File: src/rtl/up_counter_mod_if.sv
// Control and status bundle for up_counter_mod: the master drives count controls,
// the slave (the counter) returns count, wrap pulse, done flag and wrap tally.
interface up_counter_mod_if #(
  parameter int WIDTH  = 4,
  parameter int WRAP_W = 8
);
  logic              en;
  logic              mode;
  logic [WIDTH-1:0]  limit;
  logic              load;
  logic [WIDTH-1:0]  load_val;
  logic              clr_tally;
  logic [WIDTH-1:0]  count;
  logic              wrap;
  logic              done;
  logic [WRAP_W-1:0] wrap_cnt;

  modport master (
    output en, mode, limit, load, load_val, clr_tally,
    input  count, wrap, done, wrap_cnt
  );

  modport slave (
    input  en, mode, limit, load, load_val, clr_tally,
    output count, wrap, done, wrap_cnt
  );
endinterface

File: src/rtl/up_counter_mod.sv
// Up-counter with programmable terminal value, wrap or one-shot mode, load,
// registered wrap pulse, sticky done and a saturating wrap tally.
module up_counter_mod #(
  parameter int WIDTH  = 4,
  parameter int WRAP_W = 8
) (
  input  logic            clk,
  input  logic            rst,
  up_counter_mod_if.slave bus
);

  typedef enum logic {RUN, HALT} state_e;

  localparam logic [WRAP_W-1:0] TALLY_MAX = {WRAP_W{1'b1}};

  state_e             state_q, state_d;
  logic [WIDTH-1:0]   count_q, count_d;
  logic               wrap_q, wrap_d;
  logic [WRAP_W-1:0]  wrap_cnt_q, wrap_cnt_d;
  logic               term;
  logic               step;

  // >= so a limit lowered beneath the current count still terminates
  assign term = (count_q >= bus.limit);
  assign step = (state_q == RUN) && bus.en;

  always_ff @(posedge clk or posedge rst) begin
    if (rst) begin
      state_q <= RUN;
    end else begin
      state_q <= state_d;
    end
  end

  always_comb begin
    state_d = state_q;
    if (bus.load) begin
      state_d = RUN;
    end else if (step && term && bus.mode) begin
      state_d = HALT;
    end
  end

  always_comb begin
    count_d    = count_q;
    wrap_d     = 1'b0;
    wrap_cnt_d = wrap_cnt_q;
    if (bus.load) begin
      count_d = bus.load_val;
    end else if (step) begin
      if (!term) begin
        count_d = count_q + WIDTH'(1);
      end else if (!bus.mode) begin
        count_d = '0;
        wrap_d  = 1'b1;
      end
    end
    if (bus.clr_tally) begin
      wrap_cnt_d = '0;
    end else if (wrap_d && (wrap_cnt_q != TALLY_MAX)) begin
      wrap_cnt_d = wrap_cnt_q + WRAP_W'(1);
    end
  end

  always_ff @(posedge clk or posedge rst) begin
    if (rst) begin
      count_q    <= '0;
      wrap_q     <= 1'b0;
      wrap_cnt_q <= '0;
    end else begin
      count_q    <= count_d;
      wrap_q     <= wrap_d;
      wrap_cnt_q <= wrap_cnt_d;
    end
  end

  always_comb begin
    bus.count    = count_q;
    bus.wrap     = wrap_q;
    bus.done     = (state_q == HALT);
    bus.wrap_cnt = wrap_cnt_q;
  end

endmodule
File: src/flat_wrapper.sv
// flat-port wrapper written by rule: the top's interface ports become plain ports
module up_counter_mod_flat 
#(
  parameter int WIDTH  = 4,
  parameter int WRAP_W = 8
)
  (clk, rst, bus_en, bus_mode, bus_limit, bus_load, bus_load_val, bus_clr_tally, bus_count, bus_wrap, bus_done, bus_wrap_cnt);
  up_counter_mod_if #(.WIDTH(WIDTH), .WRAP_W(WRAP_W)) bus_i ();
  input  logic clk;
  input  logic rst;
  input wire logic [$bits(bus_i.en)-1:0] bus_en;
  input wire logic [$bits(bus_i.mode)-1:0] bus_mode;
  input wire logic [$bits(bus_i.limit)-1:0] bus_limit;
  input wire logic [$bits(bus_i.load)-1:0] bus_load;
  input wire logic [$bits(bus_i.load_val)-1:0] bus_load_val;
  input wire logic [$bits(bus_i.clr_tally)-1:0] bus_clr_tally;
  output wire logic [$bits(bus_i.count)-1:0] bus_count;
  output wire logic [$bits(bus_i.wrap)-1:0] bus_wrap;
  output wire logic [$bits(bus_i.done)-1:0] bus_done;
  output wire logic [$bits(bus_i.wrap_cnt)-1:0] bus_wrap_cnt;
  assign bus_i.en = bus_en;
  assign bus_i.mode = bus_mode;
  assign bus_i.limit = bus_limit;
  assign bus_i.load = bus_load;
  assign bus_i.load_val = bus_load_val;
  assign bus_i.clr_tally = bus_clr_tally;
  assign bus_count = bus_i.count;
  assign bus_wrap = bus_i.wrap;
  assign bus_done = bus_i.done;
  assign bus_wrap_cnt = bus_i.wrap_cnt;
  up_counter_mod #(.WIDTH(WIDTH), .WRAP_W(WRAP_W)) u_core (.clk(clk), .rst(rst), .bus(bus_i));
endmodule
File: config.mk
export PLATFORM = sky130hd
export DESIGN_NAME = up_counter_mod_flat
export DESIGN_NICKNAME = d
export VERILOG_FILES = /design/src/rtl/up_counter_mod_if.sv /design/src/rtl/up_counter_mod.sv /design/src/flat_wrapper.sv
export SDC_FILE = /design/constraint.sdc
export NUM_CORES = 1
export LEC_CHECK = 0
export ABC_AREA = 1
export CORE_MARGIN = 4
export CORE_UTILIZATION = 35
export DETAILED_ROUTE_END_ITERATION = 16
export SLEW_MARGIN = 10
export SYNTH_ARGS = -nofsm -noshare
export SYNTH_HDL_FRONTEND = slang
export SYNTH_SLANG_ARGS = --single-unit
File: constraint.sdc
create_clock -name clk -period 1.6 [get_ports clk]
set_input_delay 0.32 -clock clk [delete_from_list [all_inputs] [get_ports clk]]
set_output_delay 0.32 -clock clk [all_outputs]
set_load 0.03 [all_outputs]
; Word-level counts from Yosys, hierarchy flattened
; Cells that the tools add are included.
; W data, S select, Z words.
[totals]
reg_bits = 14
ram_bits = 0
mem_count = 0
mem_bits_ro = 0
wordCells = 30
latchBits = 0
output_inout_bits = 14
inputBits = 14
[classes]
n_bitwise = 1
shift = 0
n_mux = 12
magnitude_cmp = 1
multipliers = 0
n_div = 0
n_eq_ne = 2
addsub = 2
n_reduce_logical = 8
[ops]
columns = operator, count
row1 = $mux W4, 4
row2 = $mux W8, 2
row3 = $add A8 B1 Y8 const B, 1
row4 = $ne A8 B8 Y1 const B, 1
row5 = $mux W1, 6
row6 = $reduce_bool A2 Y1, 3
row7 = $add A4 B1 Y4 const B, 1
row8 = $ge A4 B4 Y1, 1
row9 = $logic_and A1 B1 Y1, 4
row10 = $ne A3 B3 Y1 const B, 1
row11 = $reduce_and A2 Y1, 1
row12 = $not A1 Y1, 1

; Longest topological paths before layout
[logic_depth]
word_depth = 7
ltp_mapped = 11
ltp_nobuf = 11

; Worst setup path after synthesis
; No wires, ideal clock.
[synth_path]
path_kind = register to register
startpoint = register u_core.count_q[3], in the netlist u_core.bus.count[3]
endpoint = register u_core.wrap_cnt_q[0], in the netlist u_core.bus.wrap_cnt[0]
setup_slack_ps = -13
arrival_ps = 1496
period_less_slack_ps = 1613
stages_incl_launch_ff = 10
n_path_buf = 0
t_required_ps = 1482
setup_time_ps = 118
cell_sequence = dfrtp_1 > ha_1 > nand2_1 > clkinv_1 > nand2_2 > nand3_2 > nand4_4 > nand2_4 > nand2_1 > nand2_1
[synth_via]
elab_chain_cells = 6
[synth_rtl]
columns = element, line_no
row1 = from (decl), up_counter_mod.sv:17  ; logic [WIDTH-1:0] count_q, count_d;
row2 = from (signal assigned), up_counter_mod.sv:71  ; count_q <= count_d;
row3 = $ge A4 B4 Y1, up_counter_mod.sv:24  ; assign term = (count_q >= bus.limit);
row4 = $mux W1, up_counter_mod.sv:51  ; if (!term) begin
row5 = $mux W1, up_counter_mod.sv:50  ; end else if (step) begin
row6 = $mux W1, up_counter_mod.sv:48  ; if (bus.load) begin
row7 = $logic_and A1 B1 Y1, up_counter_mod.sv:60  ; end else if (wrap_d && (wrap_cnt_q != TALLY_MAX)) begin
row8 = $reduce_bool A2 Y1 (no source line), n/a
row9 = to (signal assigned), up_counter_mod.sv:73  ; wrap_cnt_q <= wrap_cnt_d;
row10 = to (decl), up_counter_mod.sv:19  ; logic [WRAP_W-1:0] wrap_cnt_q, wrap_cnt_d;
; No other way between the ends.
; A chain may end at the register's enable or synchronous reset.

; Final worst setup path
[layout_path]
startpoint = register u_core.count_q[2], in the netlist u_core.bus.count[2]
endpoint = register u_core.wrap_cnt_q[3], in the netlist u_core.bus.wrap_cnt[3]
; Same word-level chain as after synthesis.

==> run metrics <==
status finished clean; Crit Path Category reg -> reg; worst-skew pair later-pin latency 0.28 ns; worst-margin pin slew 0.333 ns; internal portion of total power 0.799 mW; Lkg Pwr 0.808 nW; uppermost signal routing layer after detailed routing met4; row cnt 19; met2 wire len 1370 um; cells along the critical path ha_4, nand4_1, nand3_4, nand4_4, nand2_4, nand2_2, nand2_2; Max-Cap Viols 0; PwrDens 877 nW/um^2; Most Frequent Cell on Critical Path nand2_2; post-route DRC violation count 0; fraction of final layout cells with drive strength greater than 1 32.0%; post-synthesis cell count 135; Routability Congestion 0.830; path class of the lowest-slack min-delay path in -> async; hold bufs inserted after CTS 0; port buffer count 27; CP Max Fanout 7; remaining global-route overflow 0; clock tree skew after final layout 0.00889 ns; Gate power share 51.4%; floorplan die area 3770 sq um; area overhead of the layout relative to synthesis 53.6%; Critical Path Sink Type register; antenna violation net count after detailed routing 0; commonest non-fill, non-tap cell in the layout nand2_1; maximum single-stage delay on the critical path 0.43 ns; WL final 2590 um; Syn Nets 155; combined area of all synthesized cells 997 sq um; number of levels the H-tree was split into 1; utilization after layout 56.0%; Core Region 2730 sq um; setup repair after global routing missed its margin true; net count of the finished layout 203; number of storage elements in the synthesis netlist 14; Die X-Extent 61.4 um; highest-count cells in the layout ignoring fill and taps nand2_1, nand3_1, buf_4, dlygate4sd2_1, inv_2; clock tree root driver cell clkbuf_4; timing-limited maximum frequency 644 MHz; y dimension of the die 61.4 um; Via density 4.91; proportion of total power due to net switching 40.5%; overall fraction of global-route tracks in use 15.6%; net switching power 0.545 mW; startpoint kind of the worst setup timing path register; Via Count 1040; peak ir drop on the vdd network 0.574 mV; sequential cell area 353 sq um; count of different cell masters after synthesis 24; slew margin rel. 77.7%; maximum number of buffers from clock root to sink 2; number of buffers and inverters on the critical path 0; Wirelength per Cell 12.2 um; global-route wire length before repair 4370 um; Required @ worst endpoint 1.82 ns; drt initial violations 34; Final Hold Violating Endpoints 0; total of fill cells in the finished design 274; detailed-routed wire length on met3 101 um; Inserted Clock Buffers 3; number of antenna diodes 0; clock power share 15.3%; first-pass iteration count of the detailed router 4; routed metal-1 wire length 1080 um; CTS tree yes; cell area after placement 1380 sq um; clock sinks 14; Critical Path AT 1.77 ns; # setup viols final 0; maximum number of pins on one net before global-route repair 11; number of antenna violations at the first check in global routing 0; fin crit share 97.0%; register clock-pin slew on the reported worst setup and hold paths 0.09 ns; Synth Warn # 0; Critical Path Slowest Stage Cell dfrtp_1; HPWL reported at the end of detailed placement 1870 um; Final Instance Area 1530 sq um; combined area of the multi-input logic cells 656 sq um; initial standard-cell utilization of the core 36.5%; number of global-route vias before repair 1066; synthesized area divided by synthesized cell count 7.39 sq um; Min Clock Period, post-route 1.55 ns; number of top-level design ports 28; final-report max-slew violation count 0; share of total power in sequential cells 33.3%; CP top delay family simple AND/OR/NAND/NOR gates; sequential-to-total area share from yosys stat 35.1%
Yosys cell counts:
library cell	count	share of area, %
o21ai_1	2	1.0
nor3_2	1	1.0
inv_1	13	4.9
nand3_2	1	1.0
nor3b_1	3	2.3
nand2_1	38	14
nand4_1	2	1.3
nor3_1	2	1.0
a21oi_2	1	0.88
nor2_4	3	3.4
a21oi_1	3	1.5
nand4_4	1	2.1
ha_1	6	7.5
nor2_2	1	0.63
nand2_4	1	1.1
xnor2_1	1	0.88
nand2_2	3	1.9
clkinv_1	1	0.38
or2_1	1	0.63
xor2_1	2	1.8
inv_2	9	3.4
nor2_1	8	3.0
dfrtp_1	14	35
nand3_1	18	9.0
worst reg2reg max path, delay by kind of cell, from the launching register on:
family        cells  cell delay, ns
simple gates      6            0.79
flops             1            0.43
fa+ha+maj         1            0.28
cell families (layout without fill, tap and decap cells):
| family | Yosys count | after routing | synth area share [%] |
|---|---|---|---|
| flops | 14 | 14 | 35.1 |
| fa+ha+maj | 6 | 6 | 7.53 |
| simple gates | 83 | 84 | 42.7 |
| xor+xnor | 3 | 3 | 2.64 |
| compound gates | 6 | 6 | 3.39 |
| buf+inv | 23 | 68 | 8.66 |
metrics by stage:
stage	power, mW	setup slack, ns	TNS (ns)	hold slack (ns)	instances
finish	1.34	0.0476	0	0.236	212
global route	1.46	-0.0505	-0.289	0.257	212
CTS	1.26	0.000661	0	0.240	206
detailed placement	1.03	-0.393	-4.55	0.541	202
global placement	1.02	-0.338	-3.95	0.526	202
floorplan	0.796	0.00260	0	0.209	135
final cells by class:
type                       instances  share of cell area [%]
sequential                        14                    23.0
multi-input combinational         99                    42.8
timing repair buffer              42                    24.5
inverter                          23                    5.64
tap                               31                    2.53
clock buffer                       3                    1.47
flip-flops by register name, summed over array words and instances, names as in the netlist:
register	flops
u_core.bus.wrap	1
u_core.bus.done	1
u_core.bus.wrap_cnt	8
u_core.bus.count	4
repair_timing:
action	in CTS	in global routing
pin swaps	4	10
resized for setup	18	18
buffers inserted	0	6
endpoints found under the setup margin	23	12
gates cloned	1	0
routing by layer:
metal | GRT usage (%) | vias to the layer above
li1 | - | 524
met1 | 18.5 | 492
met2 | 28.2 | 20
met3 | 1.89 | 4
met4 | 6.36 | 0
met5 | 0 | -
final timing paths:
check                                                      from                            endpoint  slack (ns)  cells past startpoint
worst max-delay path            u_core.bus.count[2]$_DFFE_PP0P_  u_core.bus.wrap_cnt[3]$_DFFE_PP0P_        0.05                      7
worst min-delay path                                        rst     u_core.bus.count[3]$_DFFE_PP0P_        0.24                      2
worst max register to register  u_core.bus.count[2]$_DFFE_PP0P_  u_core.bus.wrap_cnt[3]$_DFFE_PP0P_        0.05                      7
worst min register to register      u_core.bus.done$_DFFE_PP0P_         u_core.bus.done$_DFFE_PP0P_        0.54                      2
max in group asynchronous                                   rst  u_core.bus.wrap_cnt[3]$_DFFE_PP0P_        0.95                      3
min in group clk                    u_core.bus.done$_DFFE_PP0P_         u_core.bus.done$_DFFE_PP0P_        0.54                      2
power groups by stage:
stage	registers (mW)	clock network [mW]	logic, mW
finish	0.448	0.205	0.690
global route	0.456	0.234	0.768
CTS	0.453	0.220	0.590
detailed placement	0.451	0	0.576
global placement	0.449	0	0.569
floorplan	0.548	0	0.248
No activity file was read; power rests on OpenSTA's default activity.
